**src/rtl/shift_pkg.sv**
```systemverilog
// Shared op codes and helpers for the pipelined logarithmic shifter.
package shift_pkg;

  localparam int SH_SEL_WIDTH = 3;

  typedef enum logic [SH_SEL_WIDTH-1:0] {
    SH_SLL = 3'b001,
    SH_SRL = 3'b010,
    SH_ROR = 3'b011,
    SH_SRA = 3'b100,
    SH_ROL = 3'b101
  } sh_op_e;

  function automatic int sh_latency(input int sa_width, input int reg_every);
    return (sa_width + reg_every - 1) / reg_every;
  endfunction

  function automatic logic sh_op_valid(input logic [SH_SEL_WIDTH-1:0] sel);
    case (sel)
      SH_SLL, SH_SRL, SH_ROR, SH_SRA, SH_ROL: return 1'b1;
      default:                                return 1'b0;
    endcase
  endfunction

endpackage

```
**src/rtl/shift_level.sv**
```systemverilog
// One combinational log level: conditionally shifts/rotates by a fixed distance.
module shift_level
  import shift_pkg::*;
#(
  parameter int DATA_WIDTH = 32,
  parameter int DIST       = 1
) (
  input  logic [SH_SEL_WIDTH-1:0] sel,
  input  logic                    en,
  input  logic [DATA_WIDTH-1:0]   data_in,
  input  logic                    fill_bit,
  output logic [DATA_WIDTH-1:0]   data_out
);

  always_comb begin
    data_out = data_in;
    if (en) begin
      case (sel)
        SH_SLL:  data_out = data_in << DIST;
        SH_SRL:  data_out = data_in >> DIST;
        SH_SRA:  data_out = {{DIST{fill_bit}}, data_in[DATA_WIDTH-1:DIST]};
        SH_ROR:  data_out = {data_in[DIST-1:0], data_in[DATA_WIDTH-1:DIST]};
        SH_ROL:  data_out = {data_in[DATA_WIDTH-DIST-1:0], data_in[DATA_WIDTH-1:DATA_WIDTH-DIST]};
        default: data_out = data_in;
      endcase
    end
  end

endmodule

```
**src/rtl/shift_pipe.sv**
```systemverilog
// Pipelined logarithmic shifter/rotator with valid/ready flow control and a
// pass-through tag; a register bank follows every REG_EVERY log levels.
module shift_pipe
  import shift_pkg::*;
#(
  parameter int DATA_WIDTH = 32,
  parameter int SA_WIDTH   = $clog2(DATA_WIDTH),
  parameter int REG_EVERY  = 1,
  parameter int TAG_WIDTH  = 4
) (
  input  logic                    clk,
  input  logic                    rst,
  input  logic                    in_valid,
  output logic                    in_ready,
  input  logic [SH_SEL_WIDTH-1:0] in_sel,
  input  logic [SA_WIDTH-1:0]     in_amount,
  input  logic [DATA_WIDTH-1:0]   in_data,
  input  logic [TAG_WIDTH-1:0]    in_tag,
  output logic                    out_valid,
  input  logic                    out_ready,
  output logic [DATA_WIDTH-1:0]   out_data,
  output logic [TAG_WIDTH-1:0]    out_tag,
  output logic                    out_err
);

  logic adv;

  // Node k is the input of level k; node SA_WIDTH is the output register.
  logic [DATA_WIDTH-1:0]   data_p [SA_WIDTH+1];
  logic [TAG_WIDTH-1:0]    tag_p  [SA_WIDTH+1];
  logic                    err_p  [SA_WIDTH+1];
  logic                    vld_p  [SA_WIDTH+1];
  logic [SH_SEL_WIDTH-1:0] sel_p  [SA_WIDTH];
  logic [SA_WIDTH-1:0]     amt_p  [SA_WIDTH];

  assign adv      = ~out_valid | out_ready;
  assign in_ready = adv;

  // Undefined ops enter as zero data and pass every level untouched.
  assign vld_p[0]  = in_valid;
  assign sel_p[0]  = in_sel;
  assign amt_p[0]  = in_amount;
  assign tag_p[0]  = in_tag;
  assign err_p[0]  = ~sh_op_valid(in_sel);
  assign data_p[0] = sh_op_valid(in_sel) ? in_data : '0;

  for (genvar k = 0; k < SA_WIDTH; k++) begin : g_lvl
    logic [DATA_WIDTH-1:0] shifted;

    // The amount is shifted down one bit per level, so bit 0 always enables.
    shift_level #(
      .DATA_WIDTH(DATA_WIDTH),
      .DIST      (1 << k)
    ) u_level (
      .sel     (sel_p[k]),
      .en      (amt_p[k][0]),
      .data_in (data_p[k]),
      .fill_bit(data_p[k][DATA_WIDTH-1]),
      .data_out(shifted)
    );

    if (k == SA_WIDTH - 1) begin : g_out
      logic                  vld_reg;
      logic [DATA_WIDTH-1:0] data_reg;
      logic [TAG_WIDTH-1:0]  tag_reg;
      logic                  err_reg;

      // ---- output stage ----
      always_ff @(posedge clk) begin
        if (rst) begin
          vld_reg  <= 1'b0;
          data_reg <= '0;
          tag_reg  <= '0;
          err_reg  <= 1'b0;
        end else if (adv) begin
          vld_reg  <= vld_p[k];
          data_reg <= shifted;
          tag_reg  <= tag_p[k];
          err_reg  <= err_p[k];
        end
      end

      assign vld_p[k+1]  = vld_reg;
      assign data_p[k+1] = data_reg;
      assign tag_p[k+1]  = tag_reg;
      assign err_p[k+1]  = err_reg;
    end else begin : g_mid
      logic [SA_WIDTH-1:0] amt_next;
      assign amt_next = amt_p[k] >> 1;

      if ((k + 1) % REG_EVERY == 0) begin : g_reg
        logic                    vld_reg;
        logic [DATA_WIDTH-1:0]   data_reg;
        logic [TAG_WIDTH-1:0]    tag_reg;
        logic                    err_reg;
        logic [SH_SEL_WIDTH-1:0] sel_reg;
        logic [SA_WIDTH-1:0]     amt_reg;

        // ---- intermediate stage ----
        always_ff @(posedge clk) begin
          if (rst) begin
            vld_reg <= 1'b0;
          end else if (adv) begin
            vld_reg <= vld_p[k];
          end
        end

        always_ff @(posedge clk) begin
          if (adv) begin
            data_reg <= shifted;
            tag_reg  <= tag_p[k];
            err_reg  <= err_p[k];
            sel_reg  <= sel_p[k];
            amt_reg  <= amt_next;
          end
        end

        assign vld_p[k+1]  = vld_reg;
        assign data_p[k+1] = data_reg;
        assign tag_p[k+1]  = tag_reg;
        assign err_p[k+1]  = err_reg;
        assign sel_p[k+1]  = sel_reg;
        assign amt_p[k+1]  = amt_reg;
      end else begin : g_comb
        assign vld_p[k+1]  = vld_p[k];
        assign data_p[k+1] = shifted;
        assign tag_p[k+1]  = tag_p[k];
        assign err_p[k+1]  = err_p[k];
        assign sel_p[k+1]  = sel_p[k];
        assign amt_p[k+1]  = amt_next;
      end
    end
  end

  assign out_valid = vld_p[SA_WIDTH];
  assign out_data  = data_p[SA_WIDTH];
  assign out_tag   = tag_p[SA_WIDTH];
  assign out_err   = err_p[SA_WIDTH];

endmodule
```
**config.mk**
```make
export PLATFORM = sky130hd
export DESIGN_NAME = shift_pipe
export DESIGN_NICKNAME = d
export VERILOG_FILES = /design/src/rtl/shift_pkg.sv /design/src/rtl/shift_level.sv /design/src/rtl/shift_pipe.sv
export SDC_FILE = /design/constraint.sdc
export NUM_CORES = 1
export LEC_CHECK = 0
export CAP_MARGIN = 40
export CORE_AREA = 3 3 145 147
export CTS_BUF_LIST = sky130_fd_sc_hd__clkbuf_16
export DETAILED_ROUTE_END_ITERATION = 8
export DIE_AREA = 0 0 148 150
export GPL_ROUTABILITY_DRIVEN = 0
export GPL_TIMING_DRIVEN = 1
export PLACE_DENSITY = 0.76
export SLEW_MARGIN = 40
export SYNTH_ARGS = -nofsm -noshare
export SYNTH_HDL_FRONTEND = slang
export SYNTH_SLANG_ARGS = --single-unit
```
**constraint.sdc**
```tcl
create_clock -name clk -period 18.3 [get_ports clk]
set_clock_uncertainty 0.05 [all_clocks]
set_input_delay 1.83 -clock clk [delete_from_list [all_inputs] [get_ports clk]]
set_output_delay 1.83 -clock clk [all_outputs]
set_load 0.05 [all_outputs]
```
# ---- Word-level counts from Yosys, hierarchy flattened
# Cells that the tools add are included.
dict set report totals {
  in_bits 48
  output_inout_bits 39
  regBits 212
}
dict set report classes {
  eq_ne 25
  n_reduce_logical 2
  n_mux 12
  n_bitwise 3
}
# op count
set op_table {}
lappend op_table {{$pmux 32 s5} 4}
lappend op_table {{$mux 32} 6}
lappend op_table {{$pmux 32 s4} 1}
lappend op_table {{$eq 3x2->1 const B} 10}
lappend op_table {{$eq 3x3->1 const B} 10}
lappend op_table {{$eq 3x1->1 const B} 5}
lappend op_table {{$reduce_or 5->1} 1}
lappend op_table {{$not 1->1} 2}
lappend op_table {{$reduce_or 2->1} 1}
lappend op_table {{$mux 1} 1}
lappend op_table {{$or 1x1->1} 1}

# ---- Depth between registers and ports, before layout
# Gate-level depths: netlist of run 1.
dict set report depth {
  ltp_word 6
  ltp_mapped 7
  mapped_depth_nobuf 4
}

# ---- Hierarchy
# Synthesis of run 1 repeated with hierarchy kept, for this count alone.
dict set report unflattened {
  hier_cells 1148
  hier_area_um2 11519.8
}
# mod seq_area_each_um2 cells_per_inst area_per_inst_um2 n_inst
set modules_own_cells {}
lappend modules_own_cells {shift_pipe 5945.7 430 7464.7 1}
lappend modules_own_cells {{shift_level (g_lvl[1].u_level)} 0.0 168 1021.0 1}
lappend modules_own_cells {{shift_level (g_lvl[2].u_level)} 0.0 162 865.8 1}
lappend modules_own_cells {{shift_level (g_lvl[3].u_level)} 0.0 166 863.3 1}
lappend modules_own_cells {{shift_level (g_lvl[0].u_level)} 0.0 158 850.8 1}
lappend modules_own_cells {{shift_level (g_lvl[4].u_level)} 0.0 64 454.2 1}

# ---- Worst setup path before layout of run 1
# Ideal clock, no wire load.
dict set report synth_timing {
  path_type {input to output}
  from {input port out_ready}
  to {output port in_ready}
  path_buffers 3
  t_arrival_ps 7393
  required_ps 16420
  path_stages 5
  slack_ps 9027
  path_cell_list {nor2b_1 > buf_2 > inv_2 > buf_2 > buf_1}
}
dict set report synth_via {
  elab_chain_cells 1
}
# element line
set synth_lines {}
lappend synth_lines {{from (decl)} shift_pipe.sv:20} ;# input logic out_ready,
lappend synth_lines {{$or 1x1->1} shift_pipe.sv:36} ;# assign adv = ~out_valid | out_ready;
lappend synth_lines {{to (decl)} shift_pipe.sv:14} ;# output logic in_ready,
# No other way between the ends.

# ---- Final worst setup path of run 1
# Same ends and word-level chain as after synthesis.

==> results of run 1 <==
## how the worst min path moves through the flow
stage	slack (ps)	to	depth (start not counted)
floorplan	350	g_lvl[1].g_mid.g_reg.amt_reg[0]	0
finish	370	g_lvl[3].g_mid.g_reg.tag_reg[3]	0
detailed placement	350	g_lvl[1].g_mid.g_reg.err_reg	0
global route	370	g_lvl[2].g_mid.g_reg.amt_reg[0]	0
CTS	370	g_lvl[3].g_mid.g_reg.tag_reg[3]	0
global placement	350	g_lvl[3].g_mid.g_reg.amt_reg[0]	0
## power by group through the flow
stage	Combinational [mW]	Sequential (mW)	Clock, mW
after floorplan	0.165	0.629	0
after global placement	0.201	0.649	0
after detailed placement	0.205	0.651	0
after CTS	0.206	0.641	0.419
after global routing	0.225	0.648	0.439
final	0.207	0.642	0.412
## worst max-delay path, stage by stage
cell and delay [ps]:
clkdlybuf4s50_1 470, nor2b_2 40, buf_4 220, inv_8 490, clkdlybuf4s50_1 930
## placed cells by master (no fill, tap or decap), types with 15 or more instances in the layout
cell type | netlist | layout
edfxtp_1 | 170 | 170
nand2_1 | 117 | 117
a21oi_1 | 104 | 104
o21ai_0 | 101 | 101
clkdlybuf4s50_1 | 0 | 85
a31oi_1 | 79 | 79
dfxtp_1 | 42 | 42
nor2_1 | 37 | 36
a22o_1 | 32 | 32
and3_1 | 29 | 29
a221o_1 | 29 | 29
nand3_1 | 26 | 26
clkbuf_16 | 0 | 22
a221oi_1 | 20 | 20
buf_4 | 33 | 20
a311oi_1 | 17 | 17
o21bai_1 | 15 | 15
## cells in the mapped netlist (all sizes together)
cell,n,area [um^2]
a311oi,17,149
clkbuf,77,290
o21ai,102,510
a21o,9,67.6
or2,1,6.26
and2,4,27.5
dfxtp,42,841
mux2i,1,10.0
nand2,117,439
nand4b,4,35.0
a21bo,1,10.0
o22a,4,35.0
a31oi,89,619
a221o,29,290
nor2,37,139
a211oi,2,15.0
o32ai,1,8.76
buf,68,472
and3b,2,17.5
a21oi,104,521
xor2,1,16.3
nor2b,12,75.1
nand3b,4,30.0
o21bai,15,113
a21boi,3,22.5
nor3b,3,27.5
and3,29,181
nor3,2,15.0
nand3,26,130
o2bb2ai,3,26.3
a221oi,30,325
or3,3,18.8
nand2b,2,12.5
a22o,32,280
a32o,2,20.0
edfxtp,170,5100
inv,3,11.3
o21a,1,7.51
## final cells by class
type | instances | area [um^2] | share of cell area [%]
sequential | 212 | 5950 | 48.6
multi-input combinational | 692 | 4240 | 34.7
timing repair buffer | 107 | 1020 | 8.31
clock buffer | 22 | 551 | 4.50
tap | 270 | 338 | 2.76
clock inverter | 17 | 121 | 0.992
inverter | 3 | 18.8 | 0.153
## cell families after synthesis
group           after synthesis
simple gates                246
mux                           1
buf+inv                     148
compound gates              444
xor+xnor                      1
flops                       212
## per-stage QoR
stage | util [%] | total power, mW | hold slack, ps | area [um^2]
2_1_floorplan | - | 0.794 | 350 | 10900
3_3_place_gp | 57.6 | 0.850 | 351 | 11500
3_5_place_dp | 57.7 | 0.856 | 355 | 11600
4_1_cts | 61.0 | 1.27 | 367 | 12200
5_1_grt | 61.1 | 1.31 | 371 | 12200
6_report | 61.1 | 1.26 | 367 | 12200
## routing by layer
metal | GRT usage (%) | vias up | share of wire, %
met3 | 2.57 | 77 | 5.6
met2 | 35.6 | 323 | 50
li1 | - | 3996 | -
met1 | 24.9 | 3980 | 40
met4 | 9.84 | 0 | 4.8
met5 | 0 | - | 0
==> out/results.tsv, run 1 <==
stage	metric	value	unit
status	status	completed	
min_path	HP Start	g_lvl[2].g_mid.g_reg.tag_reg[3]	
sta	RSZ-0062 raised after global routing	false	
setup_path	CP Capture Point	in_ready	
job	MaxCap Viol Count	0	
power_and_ir_drop	combinational fraction of design power	16.4	%
logic_synthesis	Synth Instances	1052	
sta	min Tclk post-route	5920	ps
sta	Max Clk Rate	169	MHz
sta	Worst slew margin	48.7	%
grt	largest net degree at the start of global routing	107	
clocking	clk buf depth	3	
power_and_ir_drop	leakage	4.29	nW
route	Via density	6.33	
placed_design	Setup WS pre-CTS	12380	ps
clocking	clock latency on the worst-skew pair	500	ps
clocking	clk sinks	212	
power_and_ir_drop	worst vdd ir	0.0669	mV
logic_synthesis	Post-Syn Area	0.0109	mm^2
setup_path	arrival time at the worst endpoint	4040	ps
setup_path	Crit. End Element	output port	
grt	vias in the first global route	7603	
route	via count	8376	
logic_synthesis	post-synthesis sequential area ratio	54.4	%
setup_path	WS Path Type	primary input to output port	
grt	initial antenna violation count	0	
setup_path	Required @ worst endpoint	16420	ps
grt	first-pass GRT wire length	37.4	mm
logic_synthesis	synthesis-stage register bit count	212	
clocking	cts repair resizes	0	
sta	Final setup viols	0	
clocking	CTS tree	done	
logic_synthesis	Compound-Gate Fraction of Synth Area	27.7	%
setup_path	startpoint types	primary input	
sta	period utilization	32.3	%
cells_and_area	area added between synthesis and finish	12.0	%
sta	final worst setup slack	12380	ps
power_and_ir_drop	total internal power	0.909	mW
clocking	CTS HTree Levels	1	
floorplanning	I/O Pins	87	
logic_synthesis	post-synthesis cell type count	49	
placed_design	Port Buffers	86	
route	average wire per cell in the routed design	17.8	um
cells_and_area	number of flip-flops in the largest register	128	
setup_path	CP Max Fanout	106	
placed_design	Post-DP HPWL	15.7	mm
setup_path	reg-to-reg slack, setup	15640	ps
cells_and_area	# nets final	1086	
floorplanning	site row count	52	
sta	Final Max Slew Viols	0	
sta	Slew @ Worst Pin	769	ps
floorplanning	Die Y	150	um
clocking	CTS root buffer	clkbuf_16	
clocking	clock slew at reported path FFs	60	ps
grt	Global Route Usage Sum	20.3	%
route	initial drt markers	768	
clocking	Post-CTS Setup Bufs	0	
cells_and_area	layout cells sized above 1	8.74	%
clocking	number of buffers created by CTS	22	
floorplanning	starting density of the core	54.5	%
route	TritonRoute pass-1 iters	5	
logic_synthesis	xor and xnor area share after synthesis	0.149	%
route	Routed Antenna Nets	0	
route	drt drc	0	
route	Routed WL	23.5	mm
sta	Final Hold Fails	0	
power_and_ir_drop	Clk network pwr share	32.7	%
power_and_ir_drop	Switching Share	27.9	%
logic_synthesis	Post-Syn Nets	1100	
sta	TNS Setup	0	ps
logic_synthesis	mux cell area share after synthesis	0.0917	%
cells_and_area	# diodes	0	
logic_synthesis	post-synthesis simple-gate area fraction	10.6	%
cells_and_area	fin cells	1323	
placed_design	Inst Count DP	1283	
setup_path	reg2reg end	g_lvl[3].g_mid.g_reg.data_reg[9]	
setup_path	reg2reg path depth	3	
logic_synthesis	largest family of logic cells by synthesized area	compound AO/OA/AOI/OAI gates	
clocking	Hold Buf Count CTS	0	
power_and_ir_drop	Psw	0.352	mW
floorplanning	full die area	0.0222	mm^2
floorplanning	Chip Width	148	um
setup_path	r2r startpoint	g_lvl[2].g_mid.g_reg.sel_reg[1]	
logic_synthesis	average size of a mapped cell	10.4	um^2
min_path	min-delay worst type	flop to flop	
grt	GRT overflow	0	
power_and_ir_drop	Seq pwr share	50.9	%
power_and_ir_drop	PwrDens	103	mW/mm^2
logic_synthesis	Synth Area in Adders	0	%
cells_and_area	fill count	1653	
logic_synthesis	Synth warnings	0	
floorplanning	core area	0.0200	mm^2
setup_path	Setup crit start	out_ready	
Power figures use the tool's default switching activity.
==> inputs of run 2 (changes only) <==
--- a/config.mk
+++ b/config.mk
@@ -6,13 +6,13 @@
 export NUM_CORES = 1
 export LEC_CHECK = 0
 export CAP_MARGIN = 40
-export CORE_AREA = 3 3 145 147
+export CORE_AREA = 3 3 148 150
 export CTS_BUF_LIST = sky130_fd_sc_hd__clkbuf_16
 export DETAILED_ROUTE_END_ITERATION = 8
-export DIE_AREA = 0 0 148 150
+export DIE_AREA = 0 0 151 153
 export GPL_ROUTABILITY_DRIVEN = 0
 export GPL_TIMING_DRIVEN = 1
-export PLACE_DENSITY = 0.76
+export PLACE_DENSITY = 0.77
 export SLEW_MARGIN = 40
 export SYNTH_ARGS = -nofsm -noshare
 export SYNTH_HDL_FRONTEND = slang
==> constraint.sdc (replaced) <==
create_clock -name clk -period 4.75 [get_ports clk]
set_clock_uncertainty 0.05 [all_clocks]
set_input_delay 0.475 -clock clk [delete_from_list [all_inputs] [get_ports clk]]
set_output_delay 0.475 -clock clk [all_outputs]
set_load 0.05 [all_outputs]
==> run 2 against run 1 <==
  * Global-route usage is 0.095 points lower
  * Routed wire length increased by 1.4%
  * Non-clock buffer count is 1 higher
  * Critical endpoint unchanged
  * Highest routed layer unchanged
==> out/results.tsv, run 2 (same netlist as run 1, synthesis figures left out) <==
stage	metric	value	unit	change
cells_and_area	# nets final	1087		+0.092%
setup_path	Max stage delay cell, worst path	clkdlybuf4s50_1		
floorplanning	full die area	0.0231	mm^2	+4.1%
setup_path	WS Path Type	primary input to output port		
cells_and_area	Final Cell Area	0.0123	mm^2	+0.37%
setup_path	startpoint types	primary input		
grt	GRT overflow	0		unchanged
job	MaxCap Viol Count	0		unchanged
setup_path	Cell Chain, Critical Path	clkdlybuf4s50_1 -> nor2b_2 -> buf_4 -> inv_8 -> clkdlybuf4s50_1		
min_path	HP Start	g_lvl[2].g_mid.g_reg.err_reg		
clocking	CTS HTree Levels	1		unchanged
clocking	clk sinks	212		unchanged
floorplanning	core area	0.0208	mm^2	+3.9%
power_and_ir_drop	PwrDens	395	mW/mm^2	+280%
floorplanning	starting density of the core	52.4	%	-2.0 points
route	TritonRoute pass-1 iters	6		+1
cells_and_area	layout cells sized above 1	8.34	%	-0.40 points
clocking	number of buffers created by CTS	22		unchanged
route	average wire per cell in the routed design	17.9	um	+0.87%
floorplanning	site row count	53		+1.9%
cells_and_area	number of flip-flops in the largest register	128		unchanged
cells_and_area	leading cell type in the layout, fill and taps excluded	edfxtp_1		
setup_path	Crit. End Element	output port		
clocking	CTS root buffer	clkbuf_16		
min_path	hold depth	0		unchanged
clocking	CTS tree	done		
setup_path	arrival time at the worst endpoint	2360	ps	-1680 ps
clocking	clock latency on the worst-skew pair	510	ps	about the same
setup_path	crit-path leading delay family	buffers and inverters		
setup_path	reg-to-reg slack, setup	2150	ps	-13490 ps
setup_path	r2r startpoint	g_lvl[2].g_mid.g_reg.sel_reg[1]		
route	drt drc	0		unchanged
route	Via density	6.35		+0.35%
sta	Max Clk Rate	347	MHz	
sta	Slew @ Worst Pin	777	ps	+8.17 ps
status	status	completed		
clocking	Hold Buf Count CTS	0		unchanged
grt	initial antenna violation count	0		unchanged
min_path	min-delay worst type	flop to flop		
cells_and_area	area added between synthesis and finish	12.4	%	
placed_design	Port Buffers	86		unchanged
sta	period utilization	60.7	%	
floorplanning	Die Y	153	um	+2.0%
route	initial drt markers	813		+5.9%
floorplanning	Chip Width	151	um	+2.0%
sta	Worst slew margin	48.1	%	-0.59 points
sta	Final Max Slew Viols	0		unchanged
grt	Global Route Usage Sum	20.2	%	-0.095 points
sta	Final setup viols	0		unchanged
setup_path	most frequent CP cell	clkdlybuf4s50_1		
grt	vias in the first global route	7594		-0.12%
placed_design	Post-DP HPWL	15.7	mm	+0.34%
placed_design	placed inst area	0.0116	mm^2	+0.35%
clocking	cts repair resizes	0		unchanged
sta	min Tclk post-route	2880	ps	
power_and_ir_drop	leakage	4.30	nW	+0.20%
sta	RSZ-0062 raised after global routing	false		
grt	first-pass GRT wire length	38.8	mm	+3.7%
cells_and_area	most frequent cells in the layout	edfxtp_1, nand2_1, a21oi_1		
cells_and_area	Multi-input gate area	0.00426	mm^2	+0.29%
clocking	Post-CTS Setup Bufs	0		unchanged
setup_path	reg2reg path depth	4		+1
clocking	clk buf depth	3		unchanged
sta	Final Hold Fails	0		unchanged
route	Routed WL	23.8	mm	+1.4%
grt	largest net degree at the start of global routing	115		+7.5%
cells_and_area	# diodes	0		unchanged
setup_path	Critical path buffers and inverters	4		unchanged
route	via count	8450		+0.88%
route	Routed Antenna Nets	0		unchanged
cells_and_area	Sequential Area	0.00595	mm^2	unchanged
floorplanning	I/O Pins	87		unchanged
setup_path	CP Max Fanout	40		-62%
setup_path	reg2reg end	g_lvl[3].g_mid.g_reg.data_reg[19]		
min_path	Hold EP	g_lvl[3].g_mid.g_reg.err_reg		
setup_path	Required @ worst endpoint	4220	ps	-12200 ps
cells_and_area	fill count	1774		+7.3%
clocking	clock slew at reported path FFs	60	ps	about the same
sta	TNS Setup	0	ps	unchanged
power_and_ir_drop	worst vdd ir	0.238	mV	+260%
setup_path	Max stage delay on crit path	860	ps	-70 ps
[run 2: routing by layer]
| layer | track usage [%] | vias up | part of all wire (%) |
|---|---|---|---|
| met1 | 26.5 | 3979 | 41 |
| met4 | 10.8 | 0 | 5.2 |
| met3 | 2.82 | 75 | 6.1 |
| met2 | 32.5 | 394 | 48 |
| li1 | - | 4002 | - |
| met5 | 0 | - | 0 |
[run 2: area by class of cell]
type / instances / area share [%]
clock buffer: 22 / 4.48
inverter: 3 / 0.153
timing repair buffer: 108 / 8.58
tap: 275 / 2.80
clock inverter: 18 / 0.907
sequential: 212 / 48.4
multi-input combinational: 692 / 34.7
[run 2: through the flow]
| step | setup slack (ps) | power (mW) | hold slack, ps | cells | util, % |
|---|---|---|---|---|---|
| floorplan | 582 | 3.06 | 350 | 1052 | - |
| global placement | 1780 | 3.28 | 352 | 1287 | 55.5 |
| detailed placement | 1760 | 3.30 | 355 | 1288 | 55.7 |
| CTS | 1860 | 4.87 | 369 | 1328 | 58.9 |
| global route | 1790 | 5.05 | 379 | 1330 | 59.0 |
| finish | 1870 | 4.85 | 369 | 1330 | 59.0 |
[run 2: worst max path at each step]
stage / startpoint / endpoint / slack (ps) / cells after the start
floorplan: out_valid / out_data[10] / 580 / 6
global placement: in_amount[0] / g_lvl[0].g_mid.g_reg.data_reg[17] / 1780 / 4
detailed placement: out_ready / out_data[4] / 1760 / 8
CTS: out_ready / in_ready / 1860 / 5
global route: out_valid / in_ready / 1790 / 4
finish: out_ready / in_ready / 1870 / 5
[run 2: worst reg2reg max path, cell delays in order (launching register included)]
cell	delay, ps
edfxtp_1	630
or3_2	840
and2_1	330
buf_4	250
a31oi_1	300
[run 2: where the power goes]
group | leakage, nW | switching [mW] | total (mW) | internal [mW]
logic | 1.76 | 0.476 | 0.798 | 0.323
clock network | 0.329 | 0.681 | 1.58 | 0.895
registers | 2.21 | 0.196 | 2.47 | 2.28
==> inputs of run 3 (changes only) <==
--- a/config.mk
+++ b/config.mk
@@ -6,13 +6,13 @@
 export NUM_CORES = 1
 export LEC_CHECK = 0
 export CAP_MARGIN = 40
-export CORE_AREA = 3 3 148 150
+export CORE_AREA = 3 3 145 147
 export CTS_BUF_LIST = sky130_fd_sc_hd__clkbuf_16
 export DETAILED_ROUTE_END_ITERATION = 8
-export DIE_AREA = 0 0 151 153
+export DIE_AREA = 0 0 148 150
 export GPL_ROUTABILITY_DRIVEN = 0
 export GPL_TIMING_DRIVEN = 1
-export PLACE_DENSITY = 0.77
+export PLACE_DENSITY = 0.76
 export SLEW_MARGIN = 40
 export SYNTH_ARGS = -nofsm -noshare
 export SYNTH_HDL_FRONTEND = slang
==> constraint.sdc (replaced) <==
create_clock -name clk -period 2.9 [get_ports clk]
set_clock_uncertainty 0.05 [all_clocks]
set_input_delay 0.29 -clock clk [delete_from_list [all_inputs] [get_ports clk]]
set_output_delay 0.29 -clock clk [all_outputs]
set_load 0.05 [all_outputs]
==> run 3 against run 2 <==
  * Cell area up 1.3%
  * Highest routed layer unchanged
  * Via count about the same
  * Critical endpoint is now g_lvl[3].g_mid.g_reg.data_reg[4]
  * Global-route usage up 1.3 points
==> out/results.tsv, run 3 (same netlist as run 1, synthesis figures left out) <==
stage	metric	value	unit	change
status	status	completed		
grt	largest net degree at the start of global routing	78		-32%
route	Routed Antenna Nets	0		unchanged
route	initial drt markers	1083		+33%
min_path	min-delay worst type	primary input to flop		
cells_and_area	# diodes	0		unchanged
cells_and_area	area added between synthesis and finish	13.9	%	
route	via count	8456		+0.071%
cells_and_area	fill count	1639		-7.6%
floorplanning	site row count	52		-1.9%
setup_path	arrival time at the worst endpoint	2430	ps	+70 ps
sta	Worst slew margin	47.1	%	-1.0 points
setup_path	Required @ worst endpoint	3160	ps	-1060 ps
clocking	clk sinks	212		unchanged
sta	TNS Setup	0	ps	unchanged
sta	Slew @ Worst Pin	792	ps	+15.0 ps
power_and_ir_drop	Clk network pwr share	33.7	%	+1.2 points
power_and_ir_drop	combinational fraction of design power	16.3	%	-0.2 points
floorplanning	starting density of the core	54.5	%	+2.0 points
clocking	clock latency on the worst-skew pair	500	ps	about the same
power_and_ir_drop	Seq pwr share	50.0	%	-1.0 points
clocking	cts repair resizes	0		unchanged
cells_and_area	Multi-input gate area	0.00423	mm^2	-0.53%
clocking	number of buffers created by CTS	22		unchanged
route	drt drc	0		unchanged
placed_design	placed inst area	0.0117	mm^2	+1.1%
power_and_ir_drop	Psw	2.23	mW	+65%
cells_and_area	Final Cell Area	0.0124	mm^2	+1.3%
sta	Max Clk Rate	459	MHz	
power_and_ir_drop	leakage	4.40	nW	+2.3%
sta	Final Hold Fails	0		unchanged
floorplanning	Chip Width	148	um	-2.0%
power_and_ir_drop	PwrDens	653	mW/mm^2	+65%
setup_path	Crit. End Element	flop		
cells_and_area	Sequential Area	0.00595	mm^2	unchanged
clocking	CTS HTree Levels	1		unchanged
grt	GRT overflow	0		unchanged
placed_design	Setup WS pre-CTS	569	ps	-1190 ps
route	TritonRoute pass-1 iters	6		unchanged
clocking	clk buf depth	3		unchanged
clocking	Hold Buf Count CTS	0		unchanged
setup_path	reg-to-reg slack, setup	720	ps	-1430 ps
sta	min Tclk post-route	2180	ps	
clocking	clock slew at reported path FFs	60	ps	about the same
placed_design	Inst Count DP	1300		+0.93%
placed_design	Post-DP HPWL	16.4	mm	+4.2%
floorplanning	I/O Pins	87		unchanged
clocking	CTS tree	done		
grt	first-pass GRT wire length	39.4	mm	+1.6%
grt	Global Route Usage Sum	21.5	%	+1.3 points
cells_and_area	fin cells	1339		+0.68%
clocking	CTS root buffer	clkbuf_16		
cells_and_area	most frequent cells in the layout	edfxtp_1, nand2_1, a21oi_1		
clocking	Post-CTS Setup Bufs	0		unchanged
sta	RSZ-0062 raised after global routing	false		
placed_design	Port Buffers	86		unchanged
power_and_ir_drop	Switching Share	27.5	%	-0.40 points
floorplanning	Die Y	150	um	-2.0%
route	Via density	6.32		-0.60%
setup_path	startpoint types	flop		
setup_path	CP Max Fanout	21		-48%
sta	Final Max Slew Viols	0		unchanged
sta	Final setup viols	0		unchanged
grt	vias in the first global route	7770		+2.3%
floorplanning	full die area	0.0222	mm^2	-3.9%
power_and_ir_drop	total internal power	5.89	mW	+68%
cells_and_area	leading cell type in the layout, fill and taps excluded	edfxtp_1		
cells_and_area	# nets final	1102		+1.4%
sta	period utilization	75.1	%	
route	average wire per cell in the routed design	18.4	um	+2.4%
cells_and_area	number of flip-flops in the largest register	128		unchanged
power_and_ir_drop	worst vdd ir	0.344	mV	+44%
job	MaxCap Viol Count	0		unchanged
route	Routed WL	24.6	mm	+3.1%
floorplanning	core area	0.0200	mm^2	-3.8%
sta	final worst setup slack	723	ps	-1140 ps
setup_path	WS Path Type	flop to flop		
cells_and_area	layout cells sized above 1	9.82	%	+1.5 points
sta	WHS	293	ps	-75.5 ps
grt	initial antenna violation count	0		unchanged
run 3: through the flow:
| step | power [mW] | util (%) |
|---|---|---|
| final | 8.12 | 62.1 |
| after global routing | 8.46 | 62.1 |
| after CTS | 8.15 | 62.1 |
| after detailed placement | 5.42 | 58.5 |
| after global placement | 5.39 | 58.4 |
| after floorplan | 5.01 | - |
run 3: final timing paths:
path	depth (start not counted)	endpoint	from
worst min-delay path	1	g_lvl[0].g_mid.g_reg.amt_reg[0]	in_amount[1]
worst min register to register	0	g_lvl[2].g_mid.g_reg.tag_reg[3]	g_lvl[1].g_mid.g_reg.tag_reg[3]
worst max register to register	4	g_lvl[3].g_mid.g_reg.data_reg[4]	g_lvl[2].g_mid.g_reg.sel_reg[1]
worst max-delay path	4	g_lvl[3].g_mid.g_reg.data_reg[4]	g_lvl[2].g_mid.g_reg.sel_reg[1]
run 3: worst max-delay path, stage by stage (launching register included):
cell,delay (ps)
edfxtp_1,620
or3_1,460
and2_1,320
buf_4,290
a31oi_1,240
run 3: per-layer routing:
layer / track usage [%] / share of wire (%) / vias to the layer above
met5: 0 / 0 / -
met4: 9.42 / 4.0 / 0
met2: 38.2 / 51 / 340
met1: 26.3 / 40 / 4017
met3: 2.82 / 5.5 / 64
li1: - / - / 4035
run 3: area by class of cell:
class	instances	area share, %
sequential	212	47.8
multi-input combinational	692	34.0
timing repair buffer	123	9.57
clock buffer	23	4.63
tap	270	2.72
clock inverter	16	1.11
inverter	3	0.151
run 3: power by group through the flow:
| stage | combinational, mW | sequential [mW] | clock, mW |
|---|---|---|---|
| 6_report | 1.32 | 4.06 | 2.74 |
| 5_1_grt | 1.44 | 4.10 | 2.92 |
| 4_1_cts | 1.32 | 4.05 | 2.78 |
| 3_5_place_dp | 1.31 | 4.11 | 0 |
| 3_3_place_gp | 1.29 | 4.10 | 0 |
| 2_1_floorplan | 1.04 | 3.96 | 0 |
==> patch, RTL diff (config.mk and constraints of run 2) <==
Put a register stage on the output `out_err`. The value now appears one clock later. The other outputs are not delayed to match.
--- a/src/rtl/shift_pipe.sv
+++ b/src/rtl/shift_pipe.sv
@@ -137,3 +137,5 @@
   assign out_tag   = tag_p[SA_WIDTH];
-  assign out_err   = err_p[SA_WIDTH];
+  always_ff @(posedge clk) begin
+    out_err <= err_p[SA_WIDTH];
+  end
 
Behaviour: not the same (a bounded check fails within 10 cycles, from zero or initial values and one cycle with rst high).
==> patch against run 2 <==
- total power is 5.6% higher
- non-clock buffer count shrank 1
- final cell count grew 0.15%
- utilization is 0.45 points higher
- largest power group unchanged
- routed wire length up 2.0%
- worst setup slack got worse by 0.20 ns
- sequential cell count up 1
- area after synthesis increased by 0.18%
- first-iteration DRC count grew 0.49%
- cell area is 0.76% higher
- worst hold slack worse by 0.041 ns
- synthesized cell count about the same
==> patch: results (changes against run 2) <==
<table>
<tr><th>Metric</th><th>Value</th></tr>
<tr><th colspan="2">Setup path</th></tr>
<tr><td>Data arrival time of the critical path</td><td>2.56 ns (was 2.36 ns)</td></tr>
<tr><td>Largest fanout on the critical path</td><td>74 (was 40)</td></tr>
<tr><td>Worst reg-to-reg setup slack</td><td>2.03 ns (was 2.15 ns)</td></tr>
<tr><th colspan="2">Global routing</th></tr>
<tr><td>Largest net degree at the start of global routing</td><td>172 (was 115)</td></tr>
<tr><td>GRT met2 Usage</td><td>34.0% (was 32.5%)</td></tr>
<tr><td>First-pass GRT wire length</td><td>38900 µm (was 38800 µm)</td></tr>
<tr><td>Total GRT Usage</td><td>20.4% (was 20.2%)</td></tr>
<tr><td>Global routing usage on met3</td><td>2.79% (was 2.82%)</td></tr>
<tr><td>Fraction of met1 tracks used by global routing</td><td>26.6% (was 26.5%)</td></tr>
<tr><th colspan="2">Synthesis</th></tr>
<tr><td>Ranking of synthesized cells by area</td><td>edfxtp_1 47%, dfxtp_1 7.9%, a21oi_1 4.8% (was edfxtp_1 47%, dfxtp_1 7.7%, a21oi_1 4.8%)</td></tr>
<tr><td>Register area share after synthesis</td><td>54.5% (was 54.4%)</td></tr>
<tr><th colspan="2">Clock network</th></tr>
<tr><td>Root Buffer Master</td><td>clkbuf_16 (unchanged)</td></tr>
<tr><td>Number of buffers between clock root and the deepest sink</td><td>3 (unchanged)</td></tr>
<tr><td>Total clock buffers created by CTS</td><td>23 (was 22)</td></tr>
<tr><th colspan="2">Pwr</th></tr>
<tr><td>Worst ir drop on vdd</td><td>0.000245 V (was 0.000238 V)</td></tr>
<tr><td>Leakage power figure</td><td>4.36 nW (was 4.30 nW)</td></tr>
<tr><th colspan="2">Routing</th></tr>
<tr><td>Wire length after detailed routing</td><td>24300 µm (was 23800 µm)</td></tr>
<tr><td>Number of vias per cell after detailed routing</td><td>6.34 (was 6.35)</td></tr>
<tr><td>Number of violations reported at the end of detailed-routing iteration 0</td><td>817 (was 813)</td></tr>
<tr><td>Length of the first detailed-routing pass in iterations</td><td>5 (was 6)</td></tr>
<tr><th colspan="2">Timing</th></tr>
<tr><td>Final hold slack</td><td>0.327 ns (was 0.369 ns)</td></tr>
<tr><td>Worst slew margin</td><td>45.5% (was 48.1%)</td></tr>
<tr><td>Share of the cycle needed by the critical path after routing</td><td>65.0% (was 60.7%)</td></tr>
<tr><th colspan="2">Outcome</th></tr>
<tr><td>Status</td><td>completed (unchanged)</td></tr>
<tr><th colspan="2">Min path</th></tr>
<tr><td>Worst min path class</td><td>reg2reg (unchanged)</td></tr>
<tr><th colspan="2">Place</th></tr>
<tr><td>HPWL Detailed</td><td>15600 µm (was 15700 µm)</td></tr>
<tr><td>Pre-CTS setup slack</td><td>1.65 ns (was 1.76 ns)</td></tr>
<tr><th colspan="2">Layout</th></tr>
<tr><td>Count of nets after finishing</td><td>1088 (was 1087)</td></tr>
<tr><td>Proportion of layout cells with a drive suffix above 1</td><td>8.70% (was 8.34%)</td></tr>
</table>
## patch: final timing paths
| path | depth (start not counted) | from | endpoint |
|---|---|---|---|
| worst max-delay path | 5 | out_ready | in_ready |
| worst min-delay path | 0 | g_lvl[4].g_out.err_reg | out_err |
| worst max register to register | 4 | g_lvl[2].g_mid.g_reg.sel_reg[1] | g_lvl[3].g_mid.g_reg.data_reg[10] |
| worst min register to register | 0 | g_lvl[4].g_out.err_reg | out_err |
## patch: power by group
part           switching [mW]  internal (mW)
sequential              0.196           2.29
combinational           0.478          0.321
clock                   0.733           1.10
## patch: critical path, cell delays in order
cell             delay, ns
clkdlybuf4s50_1       0.47
nor2b_2               0.04
buf_4                 0.23
inv_8                 0.39
clkdlybuf4s50_1       0.90
## patch: area by class of cell
class                   instances  area (µm²)
fillers                      1749        8450
flip-flops and latches        213        5970
multi-input cells             692        4240
repair buffers                107        1020
clock buffers                  23         576
well taps                     275         344
clock inverters                19         203
inverters                       3        18.8
## patch: logic make-up after synthesis
logic type,count (synthesis),share of synthesized area [%]
AND/OR/NAND/NOR,246,10.6
buffers and inverters,148,7.07
AO/OA/AOI/OAI,444,27.6
flip-flops,213,54.5
multiplexers,1,0.0915
XOR/XNOR,1,0.149
## patch: per-layer routing
layer / part of all wire, % / vias up
met3: 5.9 / 62
met4: 4.0 / 0
met5: 0 / -
li1: - / 4006
met1: 40 / 3989
met2: 50 / 390
## patch: per-stage QoR
step / cell area (µm²) / cells
finish: 12400 / 1332
global route: 12400 / 1332
CTS: 12400 / 1331
detailed placement: 11600 / 1289
global placement: 11600 / 1289
floorplan: 10900 / 1053
